### config.mk
export PLATFORM = sky130hd
export DESIGN_NAME = rx_cmd_frame_flat
export DESIGN_NICKNAME = d
export VERILOG_FILES = /design/src/rtl/rx_cmd_pkg.sv /design/src/rtl/rx_cmd_frame_if.sv /design/src/rtl/rx_frame_phy.sv /design/src/rtl/rx_cmd_frame.sv /design/src/flat_wrapper.sv
export SDC_FILE = /design/constraint.sdc
export NUM_CORES = 1
export LEC_CHECK = 0
export ABC_AREA = 1
export BUFFER_PORTS_ARGS = -buffer_cell sky130_fd_sc_hd__buf_2
export CORE_MARGIN = 5
export CORE_UTILIZATION = 53
export CTS_CLUSTER_DIAMETER = 100
export CTS_CLUSTER_SIZE = 8
export DETAILED_ROUTE_END_ITERATION = 7
export GPL_TIMING_DRIVEN = 1
export PLACE_DENSITY = 0.74
export RECOVER_POWER = 100
export SYNTH_ARGS = -nofsm -noshare
export SYNTH_HDL_FRONTEND = slang
export SYNTH_SLANG_ARGS = --single-unit
export TNS_END_PERCENT = 10
### constraint.sdc
create_clock -name clk_sys -period 2.3 [get_ports clk_sys]
set_input_delay 0.46 -clock clk_sys [delete_from_list [all_inputs] [get_ports clk_sys]]
set_output_delay 0.46 -clock clk_sys [all_outputs]
set_load 0.01 [all_outputs]
### src/rtl/rx_cmd_pkg.sv
// Shared types and constants for the framed command receive path.
package rx_cmd_pkg;

  typedef enum logic [1:0] {
    PHY_IDLE,
    PHY_START,
    PHY_DATA,
    PHY_STOP
  } phy_st_e;

  typedef enum logic [2:0] {
    DEC_HUNT,
    DEC_DEV,
    DEC_MOD,
    DEC_ADDR,
    DEC_DATA,
    DEC_CHK
  } dec_st_e;

  localparam logic [7:0] SYNC_DEF = 8'hA5;
  localparam logic [7:0] BCAST_ID = 8'hFF;
  localparam int         TMO_W    = 16;
  localparam int         PER_W    = 20;

  function automatic logic dev_match(input logic [7:0] dev, input logic [7:0] own);
    return (dev == own) || (dev == BCAST_ID);
  endfunction

endpackage

### src/rtl/rx_cmd_frame_if.sv
// Command/error output bundle from the frame receiver to the dispatcher.
interface rx_cmd_frame_if #(
  parameter int DATA_BYTES = 1
);
  logic [7:0]              cmdr_dev;
  logic [7:0]              cmdr_mod;
  logic [7:0]              cmdr_addr;
  logic [8*DATA_BYTES-1:0] cmdr_data;
  logic                    cmdr_vld;
  logic                    err_chk;
  logic                    err_frame;
  logic                    err_tmo;

  modport master (
    output cmdr_dev, cmdr_mod, cmdr_addr, cmdr_data,
    output cmdr_vld, err_chk, err_frame, err_tmo
  );

  modport slave (
    input cmdr_dev, cmdr_mod, cmdr_addr, cmdr_data,
    input cmdr_vld, err_chk, err_frame, err_tmo
  );
endinterface

### src/rtl/rx_frame_phy.sv
// UART bit-level receiver: 2-FF synchroniser, mid-bit sampling, 8N1 byte output.
module rx_frame_phy
  import rx_cmd_pkg::*;
(
  input  logic             clk_sys,
  input  logic             rst_n,
  input  logic             rx,
  input  logic [PER_W-1:0] tbit_period,
  output logic             byte_vld,
  output logic [7:0]       rx_byte,
  output logic             frame_err
);

  logic [2:0]       rx_sync_q;
  phy_st_e          st_q;
  logic [PER_W-1:0] per_q;
  logic [PER_W-1:0] cnt_q;
  logic [2:0]       bit_idx_q;
  logic [7:0]       shreg_q;
  logic             byte_vld_q;
  logic [7:0]       rx_byte_q;
  logic             frame_err_q;

  logic             rx_s;
  logic             fall;
  logic [PER_W-1:0] half;
  logic             bit_end;

  // Sync flops reset high so reset release never looks like a start edge.
  always_ff @(posedge clk_sys or negedge rst_n) begin
    if (!rst_n) rx_sync_q <= 3'b111;
    else        rx_sync_q <= {rx_sync_q[1:0], rx};
  end

  always_comb begin
    rx_s    = rx_sync_q[1];
    fall    = rx_sync_q[2] & ~rx_sync_q[1];
    half    = {1'b0, per_q[PER_W-1:1]};
    bit_end = (cnt_q == per_q - {{(PER_W-1){1'b0}}, 1'b1});
  end

  always_ff @(posedge clk_sys or negedge rst_n) begin
    if (!rst_n) begin
      st_q        <= PHY_IDLE;
      per_q       <= '0;
      cnt_q       <= '0;
      bit_idx_q   <= '0;
      shreg_q     <= '0;
      byte_vld_q  <= 1'b0;
      rx_byte_q   <= '0;
      frame_err_q <= 1'b0;
    end else begin
      byte_vld_q  <= 1'b0;
      frame_err_q <= 1'b0;
      case (st_q)
        PHY_IDLE: begin
          if (fall) begin
            per_q <= tbit_period;
            cnt_q <= '0;
            st_q  <= PHY_START;
          end
        end
        PHY_START: begin
          if (cnt_q == half) begin
            cnt_q     <= '0;
            bit_idx_q <= '0;
            st_q      <= rx_s ? PHY_IDLE : PHY_DATA;
          end else begin
            cnt_q <= cnt_q + {{(PER_W-1){1'b0}}, 1'b1};
          end
        end
        PHY_DATA: begin
          if (bit_end) begin
            cnt_q     <= '0;
            shreg_q   <= {rx_s, shreg_q[7:1]};
            bit_idx_q <= bit_idx_q + 3'd1;
            if (bit_idx_q == 3'd7) st_q <= PHY_STOP;
          end else begin
            cnt_q <= cnt_q + {{(PER_W-1){1'b0}}, 1'b1};
          end
        end
        PHY_STOP: begin
          if (bit_end) begin
            cnt_q <= '0;
            if (rx_s) begin
              byte_vld_q <= 1'b1;
              rx_byte_q  <= shreg_q;
            end else begin
              frame_err_q <= 1'b1;
            end
            st_q <= PHY_IDLE;
          end else begin
            cnt_q <= cnt_q + {{(PER_W-1){1'b0}}, 1'b1};
          end
        end
        default: st_q <= PHY_IDLE;
      endcase
    end
  end

  assign byte_vld  = byte_vld_q;
  assign rx_byte   = rx_byte_q;
  assign frame_err = frame_err_q;

endmodule

### src/rtl/rx_cmd_frame.sv
// Framed command decoder: sync hunt, field capture, checksum, device filter, inter-byte timeout.
module rx_cmd_frame
  import rx_cmd_pkg::*;
#(
  parameter int          DATA_BYTES = 1,
  parameter logic [7:0]  SYNC_BYTE  = SYNC_DEF,
  parameter logic [7:0]  DEV_ID     = 8'h03,
  parameter int unsigned TMO_US     = 2000
) (
  input  logic             clk_sys,
  input  logic             rst_n,
  input  logic             pluse_us,
  input  logic             rx,
  input  logic [PER_W-1:0] tbit_period,
  rx_cmd_frame_if.master   cmd
);

  localparam int DW = 8 * DATA_BYTES;

  logic       byte_vld;
  logic [7:0] rx_byte;
  logic       frame_err;

  rx_frame_phy u_phy (
    .clk_sys     (clk_sys),
    .rst_n       (rst_n),
    .rx          (rx),
    .tbit_period (tbit_period),
    .byte_vld    (byte_vld),
    .rx_byte     (rx_byte),
    .frame_err   (frame_err)
  );

  dec_st_e          st_q;
  logic [1:0]       cnt_q;
  logic [7:0]       sum_q;
  logic [7:0]       dev_q, mod_q, addr_q;
  logic [DW-1:0]    data_q;
  logic [TMO_W-1:0] tmo_q;
  logic [7:0]       cmdr_dev_q, cmdr_mod_q, cmdr_addr_q;
  logic [DW-1:0]    cmdr_data_q;
  logic             cmdr_vld_q, err_chk_q, err_frame_q, err_tmo_q;

  logic [7:0]       sum_d;
  logic             tmo_hit;
  logic             last_data;

  always_comb begin
    sum_d     = sum_q + rx_byte;
    tmo_hit   = pluse_us && (tmo_q == TMO_W'(TMO_US - 1));
    last_data = (cnt_q == 2'(DATA_BYTES - 1));
  end

  // Frame error outranks everything; a byte always outranks the timeout.
  always_ff @(posedge clk_sys or negedge rst_n) begin
    if (!rst_n) begin
      st_q        <= DEC_HUNT;
      cnt_q       <= '0;
      sum_q       <= '0;
      dev_q       <= '0;
      mod_q       <= '0;
      addr_q      <= '0;
      data_q      <= '0;
      tmo_q       <= '0;
      cmdr_dev_q  <= '0;
      cmdr_mod_q  <= '0;
      cmdr_addr_q <= '0;
      cmdr_data_q <= '0;
      cmdr_vld_q  <= 1'b0;
      err_chk_q   <= 1'b0;
      err_frame_q <= 1'b0;
      err_tmo_q   <= 1'b0;
    end else begin
      cmdr_vld_q  <= 1'b0;
      err_chk_q   <= 1'b0;
      err_frame_q <= 1'b0;
      err_tmo_q   <= 1'b0;
      if (frame_err) begin
        err_frame_q <= 1'b1;
        st_q        <= DEC_HUNT;
        tmo_q       <= '0;
      end else if (byte_vld) begin
        tmo_q <= '0;
        case (st_q)
          DEC_HUNT: begin
            if (rx_byte == SYNC_BYTE) begin
              sum_q <= '0;
              st_q  <= DEC_DEV;
            end
          end
          DEC_DEV: begin
            dev_q <= rx_byte;
            sum_q <= sum_d;
            st_q  <= DEC_MOD;
          end
          DEC_MOD: begin
            mod_q <= rx_byte;
            sum_q <= sum_d;
            st_q  <= DEC_ADDR;
          end
          DEC_ADDR: begin
            addr_q <= rx_byte;
            sum_q  <= sum_d;
            cnt_q  <= '0;
            st_q   <= DEC_DATA;
          end
          DEC_DATA: begin
            for (int i = 0; i < DATA_BYTES; i++)
              if (cnt_q == 2'(i)) data_q[i*8 +: 8] <= rx_byte;
            sum_q <= sum_d;
            cnt_q <= cnt_q + 2'd1;
            if (last_data) st_q <= DEC_CHK;
          end
          DEC_CHK: begin
            if (rx_byte != sum_q) begin
              err_chk_q <= 1'b1;
            end else if (dev_match(dev_q, DEV_ID)) begin
              cmdr_dev_q  <= dev_q;
              cmdr_mod_q  <= mod_q;
              cmdr_addr_q <= addr_q;
              cmdr_data_q <= data_q;
              cmdr_vld_q  <= 1'b1;
            end
            st_q <= DEC_HUNT;
          end
          default: st_q <= DEC_HUNT;
        endcase
      end else if (st_q == DEC_HUNT) begin
        tmo_q <= '0;
      end else if (tmo_hit) begin
        err_tmo_q <= 1'b1;
        st_q      <= DEC_HUNT;
        tmo_q     <= '0;
      end else if (pluse_us) begin
        tmo_q <= tmo_q + {{(TMO_W-1){1'b0}}, 1'b1};
      end
    end
  end

  assign cmd.cmdr_dev  = cmdr_dev_q;
  assign cmd.cmdr_mod  = cmdr_mod_q;
  assign cmd.cmdr_addr = cmdr_addr_q;
  assign cmd.cmdr_data = cmdr_data_q;
  assign cmd.cmdr_vld  = cmdr_vld_q;
  assign cmd.err_chk   = err_chk_q;
  assign cmd.err_frame = err_frame_q;
  assign cmd.err_tmo   = err_tmo_q;

endmodule

### src/flat_wrapper.sv
// flat-port wrapper written by rule: the top's interface ports become plain ports
module rx_cmd_frame_flat import rx_cmd_pkg::*;
#(
  parameter int          DATA_BYTES = 1,
  parameter logic [7:0]  SYNC_BYTE  = SYNC_DEF,
  parameter logic [7:0]  DEV_ID     = 8'h03,
  parameter int unsigned TMO_US     = 2000
)
  (clk_sys, rst_n, pluse_us, rx, tbit_period, cmd_cmdr_dev, cmd_cmdr_mod, cmd_cmdr_addr, cmd_cmdr_data, cmd_cmdr_vld, cmd_err_chk, cmd_err_frame, cmd_err_tmo);
  rx_cmd_frame_if #(.DATA_BYTES(DATA_BYTES)) cmd_i ();
  input  logic clk_sys;
  input  logic rst_n;
  input  logic pluse_us;
  input  logic rx;
  input  logic [PER_W-1:0] tbit_period;
  output wire logic [$bits(cmd_i.cmdr_dev)-1:0] cmd_cmdr_dev;
  output wire logic [$bits(cmd_i.cmdr_mod)-1:0] cmd_cmdr_mod;
  output wire logic [$bits(cmd_i.cmdr_addr)-1:0] cmd_cmdr_addr;
  output wire logic [$bits(cmd_i.cmdr_data)-1:0] cmd_cmdr_data;
  output wire logic [$bits(cmd_i.cmdr_vld)-1:0] cmd_cmdr_vld;
  output wire logic [$bits(cmd_i.err_chk)-1:0] cmd_err_chk;
  output wire logic [$bits(cmd_i.err_frame)-1:0] cmd_err_frame;
  output wire logic [$bits(cmd_i.err_tmo)-1:0] cmd_err_tmo;
  assign cmd_cmdr_dev = cmd_i.cmdr_dev;
  assign cmd_cmdr_mod = cmd_i.cmdr_mod;
  assign cmd_cmdr_addr = cmd_i.cmdr_addr;
  assign cmd_cmdr_data = cmd_i.cmdr_data;
  assign cmd_cmdr_vld = cmd_i.cmdr_vld;
  assign cmd_err_chk = cmd_i.err_chk;
  assign cmd_err_frame = cmd_i.err_frame;
  assign cmd_err_tmo = cmd_i.err_tmo;
  rx_cmd_frame #(.DATA_BYTES(DATA_BYTES), .SYNC_BYTE(SYNC_BYTE), .DEV_ID(DEV_ID), .TMO_US(TMO_US)) u_core (.clk_sys(clk_sys), .rst_n(rst_n), .pluse_us(pluse_us), .rx(rx), .tbit_period(tbit_period), .cmd(cmd_i));
endmodule
==> metrics.txt, run 1 <==
Critical Path AT 2.50 ns; Logic pwr share 26.5%; Peak supply drop 637 uV; nature of the critical path startpoint flip-flop; drt drc 0; GRT overflow 0; Sw Share 35.5%; Row Count 46; Final Hold Vio Count 0; Synth Instances 1066; I/O pins 60; Antenna Diode Count 0; Rel. slew slack 7.54%; routed len/inst 14.6 um; Static Leakage 4.87 nW; post-synthesis sequential area ratio 48.0%; cell mode on critical path nand2_1; Yosys cell types 48; core area 0.0158 mm2; Root Buffer clkbuf_16; nets 1190; dpl cell area 0.00924 mm2; height of the die 137 um; R2R cell count 13; worst r2r dst u_core.u_phy.cnt_q[19]$_DFFE_PN0P_; area grow syn2layout 15.3%; Setup TNS 0 ns; YS warnings 0; r2r startpoint u_core.u_phy.per_q[5]$_DFFE_PN0P_; number of routed nets with antenna violations 0; CTS tree built; syn nets 1104; Hold Crit Start rx; clock share of power 32.9%; Max stage delay on crit path 0.47 ns; initial antenna violation count 0; mapped cell area 0.00851 mm2; Hold Path Depth 1; sw power 0.00311 W; Power Dens Cells 892 mW/mm2; internal power 0.00564 W; Hold Slack 0.121 ns; global-route usage over all layers 22.5%; CP required 2.60 ns; Setup Crit Path Kind reg -> reg; clk_lat worst skew 0.44 ns; final core occ 62.0%; met1 GRT Util 28.7%; M3 GR Usage 3.90%; die area 0.0187 mm2; hold path endpoint u_core.u_phy.rx_sync_q[0]$_DFF_PN1_; total number of vias 7248; clock sink total 163; number of global-route vias before repair 6940; first-pass GRT wire length 33300 um; global-route layer with the greatest usage met2; CP max-delay cell dfrtp_2; Achievable Freq 456 MHz; Final Skew 0.00867 ns; Synth Flop Type dfrtp_1; Hold Path Class in -> reg; drt first pass iters 6; worst-margin pin slew 1.39 ns; Flop pwr share 40.6%; CTS Buf Count 17; r2r setup slk 0.11 ns; Final Cell Area 0.00981 mm2; Crit Path Max Fanout 17; Port Buffers 59; CTS clock-pin slew for the worst setup and hold paths 0.07 ns; largest net degree at the start of global routing 56; Vias/cell 5.25; max-capacitance violation count 0; routed wire length 20200 um; Place WS 0.0952 ns; outcome complete, no violations; Max Slew Vio Count 0; post-route setup slack 0.106 ns; post-synthesis area per instance 7.98 um2; post-synthesis register bit count 163; Longest Clk Path Bufs 2; worst path cell trace nor2_2 > nand2_2 > nor2_8 > nand2_2 > nand2_1 > nand2_1 > nor2_1 > nand2_1 > nor2_4 > nand3_4 > nand2_4 > buf_6 > o21ai_0; met2 Use GR 38.4%; crit share post-route 95.4%; H-tree depth 4; fin crit period 2.19 ns; EDFF count, synth 0; fraction of registers with async set/reset 100%; fraction of layout instances using a drive strength above 1 11.8%; die width 137 um; initial drt markers 606; post-DP HPWL 14800 um; initial core utilization 53.8%; GP Congestion 0.943; Crit. End Element flip-flop; final setup fails 0
area by class of cell:
| cell class | instances | area, um2 |
|---|---|---|
| clock inverters | 12 | 151 |
| flip-flops and latches | 163 | 4090 |
| fillers | 1355 | 6010 |
| clock buffers | 20 | 447 |
| repair buffers | 87 | 478 |
| multi-input cells | 773 | 3970 |
| well taps | 216 | 270 |
| inverters | 110 | 413 |
registers in the layout, indices dropped and copies added, names as in the netlist, 2 cells and up, named ones only:
register	count
u_core.sum_q	8
u_core.u_phy.rx_byte	8
u_core.cmd.cmdr_mod	8
u_core.cmd.cmdr_data	8
u_core.st_q	3
u_core.u_phy.per_q	20
u_core.cnt_q	2
u_core.u_phy.bit_idx_q	3
u_core.u_phy.cnt_q	20
u_core.tmo_q	16
u_core.cmd.cmdr_dev	8
u_core.data_q	8
u_core.u_phy.shreg_q	8
u_core.addr_q	8
u_core.dev_q	8
u_core.cmd.cmdr_addr	8
u_core.u_phy.rx_sync_q	3
u_core.mod_q	8
cell families (layout without fill, tap and decap cells):
logic type               count (synthesis)  in the layout  share of synthesized area [%]
AND/OR/NAND/NOR                        579            579                           30.2
flip-flops                             163            163                           48.0
buffers and inverters                  130            229                           5.95
AO/OA/AOI/OAI                          127            127                           8.16
XOR/XNOR                                48             48                           4.94
adder cells (fa/ha/maj)                 14             14                           2.15
multiplexers                             5              5                          0.647
placed cells by master, fill, tap and decap left out, types with 4 or more instances in the layout:
master and count:
nand3_1 50, inv_1 103, nor4_1 7, o22ai_1 20, ha_1 12, clkbuf_16 17
mux2_2 4, nand4_1 22, o21ai_0 66, clkinvlp_4 4, buf_4 17, nor3_1 23
nor2_2 9, nor2_1 87, dfrtp_1 157, buf_2 22, inv_2 5, a21oi_1 31
nor2_4 10, xor2_1 34, clkbuf_1 40, xnor2_1 13, nand2_1 339, buf_6 4
nand3b_1 4, nand2_2 10
cell usage after synthesis (all sizes together) (20+ instances only):
cell	number	area, um2
nor3	24	120
nand3	54	298
xor2	35	307
dfrtp	160	4000
o21ai	66	330
inv	108	405
nor2	108	516
o22ai	20	125
nand2	352	1370
nand4	23	150
a21oi	31	155
stage by stage:
stage / instances / total power [W]
2_1_floorplan: 1066 / 0.00507
3_3_place_gp: 1346 / 0.00579
5_1_grt: 1381 / 0.00920
4_1_cts: 1379 / 0.00871
6_report: 1381 / 0.00875
3_5_place_dp: 1346 / 0.00582
how the worst max path moves through the flow:
stage | startpoint | endpoint | cells after the start
after global routing | u_core.u_phy.per_q[5]$_DFFE_PN0P_ | u_core.u_phy.cnt_q[19]$_DFFE_PN0P_ | 13
after detailed placement | u_core.u_phy.per_q[1]$_DFFE_PN0P_ | u_core.u_phy.shreg_q[6]$_DFFE_PN0P_ | 15
after floorplan | u_core.u_phy.per_q[0]$_DFFE_PN0P_ | flip-flop | 16
after global placement | u_core.u_phy.per_q[1]$_DFFE_PN0P_ | u_core.u_phy.shreg_q[1]$_DFFE_PN0P_ | 15
after CTS | u_core.u_phy.per_q[1]$_DFFE_PN0P_ | u_core.u_phy.shreg_q[3]$_DFFE_PN0P_ | 15
final | u_core.u_phy.per_q[5]$_DFFE_PN0P_ | u_core.u_phy.cnt_q[19]$_DFFE_PN0P_ | 13
repair_timing:
item / 4_1_cts / 5_1_grt
hold buffers: 1 / 0
gates resized for setup: 0 / 17
buffers inserted: 0 / 2
hold endpoints to repair: 5 / 0
setup endpoints to repair: 0 / 40
power by group through the flow:
| stage | combinational (W) | sequential [W] | clock, W |
|---|---|---|---|
| floorplan | 0.00158 | 0.00348 | 0 |
| global placement | 0.00222 | 0.00356 | 0 |
| detailed placement | 0.00225 | 0.00357 | 0 |
| CTS | 0.00227 | 0.00352 | 0.00293 |
| global route | 0.00257 | 0.00359 | 0.00304 |
| finish | 0.00232 | 0.00356 | 0.00287 |
layer usage:
layer / wire length [um] / part of all wire, %
met1: 8770 / 43
met2: 10100 / 50
met3: 867 / 4.3
met4: 471 / 2.3
met5: 0 / 0
critical path, delay by kind of cell (launching register included):
kind | cells | cell delay [ns]
AO/OA/AOI/OAI | 1 | 0.12
buffers and inverters | 1 | 0.20
flip-flops | 1 | 0.47
AND/OR/NAND/NOR | 11 | 1.26
Note: power is estimated with default switching activity, not from simulation.
==> run 2: changes to the inputs <==
--- a/config.mk
+++ b/config.mk
@@ -17,5 +17,6 @@
 export RECOVER_POWER = 100
 export SYNTH_ARGS = -nofsm -noshare
 export SYNTH_HDL_FRONTEND = slang
+export SYNTH_HIERARCHICAL = 1
 export SYNTH_SLANG_ARGS = --single-unit
 export TNS_END_PERCENT = 10
==> run 2 against run 1 <==
Effect of this change: setup slack better by 0.027 ns; combinational power shrank 3%; non-clock buffer count increased by 14; first-iteration DRC count grew 12%; register-to-register slack gained 0.03 ns; synthesized cell count is 4.9% higher; clock power up 3%; critical path depth grew 1; cell count is 4.4% higher; via count is 5.2% higher; flip-flop and latch count is the same.
==> metrics.txt, run 2 <==
Logic pwr share 25.6% (was 26.5%); routed wire length 21400 um (was 20200 um); post-DP HPWL 15800 um (was 14800 um); post-synthesis compound-gate area fraction 7.41% (was 8.16%); drt first pass iters 5 (was 6); Vias/cell 5.29 (was 5.25); Adder-Cell Fraction of Synth Area 2.08% (was 2.15%); r2r setup slk 0.13 ns (was 0.11 ns); CTS clock-pin slew for the worst setup and hold paths 0.07 ns (about the same); Power Total 0.00876 W (was 0.00875 W); Flop pwr share 40.7% (was 40.6%); most frequent cell after synthesis nand2_1 (unchanged); post-synth top area cell dfrtp_1 (unchanged); CTS Buf Count 17 (unchanged); fin crit period 2.17 ns (was 2.19 ns); Antenna Diode Count 0 (unchanged); Final Skew 0.00783 ns (was 0.00867 ns); mapped cell area 0.00877 mm2 (was 0.00851 mm2); post-synthesis xor/xnor area fraction 4.80% (was 4.94%); internal power 0.00561 W (was 0.00564 W); post-synthesis register bit count 163 (unchanged); Longest Clk Path Bufs 2 (unchanged); Achievable Freq 461 MHz (was 456 MHz); Post-Layout Cell Count 1442 (was 1381); post-synthesis sequential area ratio 46.6% (was 48.0%); worst-margin pin slew 1.17 ns (was 1.39 ns); global-route usage over all layers 22.9% (was 22.5%); total number of vias 7627 (was 7248); top cells by count, synth nand2_1 (347), dfrtp_1 (160), inv_1 (110), nor2_1 (104), nand3_1 (92) (was nand2_1 (340), dfrtp_1 (160), inv_1 (105), nor2_1 (91), o21ai_0 (66)); clock sink total 163 (unchanged); GRT overflow 0 (unchanged); area grow syn2layout 15.6% (was 15.3%); Synth Flop Type dfrtp_1 (unchanged); commonest non-fill, non-tap cell in the layout nand2_1 (unchanged); Setup Crit Path Kind reg -> reg (unchanged); Final Hold Vio Count 0 (unchanged); Post-Synth Simple-Gate Area 31.6% (was 30.2%); share of the synthesized area in the top cell type 45.7% (was 47.0%); post-synthesis area per instance 7.84 um2 (was 7.98 um2); Peak supply drop 621 uV (was 637 uV); initial drt markers 680 (was 606); worst path cell trace nor2_1 > nand2_1 > nor2_2 > nand2_1 > nand2_1 > nand2_1 > nor2_1 > nand3_1 > nor2_1 > nand4_1 > buf_4 > nor2_4 > nand2_1 > nand2_1 (was nor2_2 > nand2_2 > nor2_8 > nand2_2 > nand2_1 > nand2_1 > nor2_1 > nand2_1 > nor2_4 > nand3_4 > nand2_4 > buf_6 > o21ai_0); R2R cell count 14 (was 13); CP endpoint u_core/u_phy/rx_byte[6]$_DFFE_PN0P_ (was u_core.u_phy.cnt_q[19]$_DFFE_PN0P_); Row Count 47 (was 46); fraction of registers with async set/reset 100% (unchanged); die area 0.0192 mm2 (was 0.0187 mm2); Synth area leaders dfrtp_1 (46%), nand2_1 (15%), nand3_1 (5.3%) (was dfrtp_1 (47%), nand2_1 (15%), inv_1 (4.6%)); Largest regs u_core/u_phy/cnt_q x20, u_core/u_phy/per_q x20, u_core/tmo_q x16 (was u_core.u_phy.cnt_q x20, u_core.u_phy.per_q x20, u_core.tmo_q x16); initial antenna violation count 0 (unchanged); max-capacitance violation count 0 (unchanged); cell mode on critical path nand2_1 (unchanged); Static Leakage 5.08 nW (was 4.87 nW); Hold Path Class in -> reg (unchanged); dpl cells 1400 (was 1346); CP max-delay cell dfrtp_1 (was dfrtp_2); dpl cell area 0.00943 mm2 (was 0.00924 mm2); Final Cell Area 0.0101 mm2 (was 0.00981 mm2); height of the die 139 um (was 137 um); Hold Slack 0.118 ns (was 0.121 ns); first-pass GRT wire length 36300 um (was 33300 um); largest family of logic cells by synthesized area simple AND/OR/NAND/NOR gates (unchanged); Rel. slew slack 21.8% (was 7.54%); Root Buffer clkbuf_16 (unchanged); origin of the worst setup path u_core/u_phy/per_q[8]$_DFFE_PN0P_ (was u_core.u_phy.per_q[5]$_DFFE_PN0P_); largest net degree at the start of global routing 50 (was 56); H-tree depth 4 (unchanged); clock share of power 33.7% (was 32.9%); Yosys cell types 49 (was 48); YS warnings 6 (was 0); Synth Instances 1118 (was 1066); Critical Path AT 2.54 ns (was 2.50 ns); r2r startpoint u_core/u_phy/per_q[8]$_DFFE_PN0P_ (was u_core.u_phy.per_q[5]$_DFFE_PN0P_); final setup fails 0 (unchanged); Crit. End Element flip-flop (unchanged); number of global-route vias before repair 7384 (was 6940); Crit Path Max Fanout 5 (was 17); core area 0.0164 mm2 (was 0.0158 mm2); I/O pins 60 (unchanged); nature of the critical path startpoint flip-flop (unchanged); CP required 2.68 ns (was 2.60 ns); mux cell area share after synthesis 0.514% (was 0.647%); number of routed nets with antenna violations 0 (unchanged); drt drc 0 (unchanged); worst r2r dst u_core/u_phy/rx_byte[6]$_DFFE_PN0P_ (was u_core.u_phy.cnt_q[19]$_DFFE_PN0P_); Sw Share 36.0% (was 35.5%); EDFF count, synth 0 (unchanged); fraction of layout instances using a drive strength above 1 12.4% (was 11.8%); Power Dens Cells 864 mW/mm2 (was 892 mW/mm2); syn nets 1156 (was 1104); Port Buffers 59 (unchanged); clk_lat worst skew 0.44 ns (about the same); die width 139 um (was 137 um); CTS tree built (unchanged); outcome complete, no violations (unchanged); GP Congestion 0.965 (was 0.943); most frequent cells in the layout nand2_1 (349), dfrtp_1 (155), inv_1 (108) (was nand2_1 (339), dfrtp_1 (157), inv_1 (103)); sw power 0.00315 W (was 0.00311 W); crit share post-route 94.2% (was 95.4%); routed len/inst 14.8 um (was 14.6 um); initial core utilization 53.4% (was 53.8%); nets 1247 (was 1190); Max Slew Vio Count 0 (unchanged); Max stage delay on crit path 0.49 ns (was 0.47 ns)
==> run 2: what timing repair did <==
action,in CTS,in global routing
hold buffers,1,0
buffers inserted,2,6
endpoints found under the hold margin,43,0
setup endpoints to repair,12,41
gates cloned,1,0
pin swaps,3,3
resized for setup,2,23
==> run 2: metrics by stage <==
step	util [%]	setup TNS, ns	worst slack (ns)
5_1_grt	61.8	-0.00303	-0.00303
3_5_place_dp	57.5	-0.0530	-0.0121
6_report	61.8	0	0.133
4_1_cts	61.6	0	0.0299
2_1_floorplan	-	0	0.274
3_3_place_gp	57.5	0	0.0689
==> run 2: logic make-up after synthesis <==
logic type               count (synthesis)
flip-flops                             163
XOR/XNOR                                48
adder cells (fa/ha/maj)                 14
buffers and inverters                  144
AO/OA/AOI/OAI                          117
multiplexers                             4
AND/OR/NAND/NOR                        628
==> run 2: critical path, delay by kind of cell, from the launching register on <==
kind                   cells  cell delay (ns)
buffers and inverters      1             0.18
DFF                        1             0.49
and+or+nand+nor           13             1.44
==> run 2: cell type report <==
| class | instances | area (um2) |
|---|---|---|
| repair buffers | 101 | 568 |
| clock inverters | 15 | 209 |
| clock buffers | 17 | 425 |
| well taps | 220 | 275 |
| multi-input cells | 812 | 4140 |
| fillers | 1460 | 6270 |
| inverters | 114 | 429 |
| flip-flops and latches | 163 | 4090 |
==> run 2: worst min-delay path by stage <==
| stage | slack, ns | startpoint | cells after the start | endpoint |
|---|---|---|---|---|
| 3_3_place_gp | 0.35 | u_core/u_phy/rx_sync_q[0]$_DFF_PN1_ | 0 | u_core/u_phy/rx_sync_q[1]$_DFF_PN1_ |
| 2_1_floorplan | 0.16 | rst_n | 0 | u_core/addr_q[0]$_DFFE_PN0P_ |
| 6_report | 0.12 | rx | 1 | u_core/u_phy/rx_sync_q[0]$_DFF_PN1_ |
| 4_1_cts | 0.10 | rx | 1 | u_core/u_phy/rx_sync_q[0]$_DFF_PN1_ |
| 3_5_place_dp | 0.35 | u_core/u_phy/rx_sync_q[0]$_DFF_PN1_ | 0 | u_core/u_phy/rx_sync_q[1]$_DFF_PN1_ |
| 5_1_grt | 0.10 | rx | 1 | u_core/u_phy/rx_sync_q[0]$_DFF_PN1_ |
==> run 2: routing by layer <==
layer / wire length, um / GRT usage (%) / share of wire [%] / vias up
li1: - / - / - / 3791
met1: 9570 / 30.0 / 45 / 3603
met2: 10300 / 37.6 / 48 / 182
met3: 872 / 4.48 / 4.1 / 51
met4: 624 / 9.27 / 2.9 / 0
met5: 0 / 0 / 0 / -
==> run 2: power groups by stage <==
stage | Combinational, W | Sequential [W] | Clock, W
after floorplan | 0.00153 | 0.00343 | 0
after global placement | 0.00206 | 0.00358 | 0
after detailed placement | 0.00208 | 0.00359 | 0
after CTS | 0.00210 | 0.00353 | 0.00300
after global routing | 0.00255 | 0.00360 | 0.00314
final | 0.00224 | 0.00357 | 0.00295
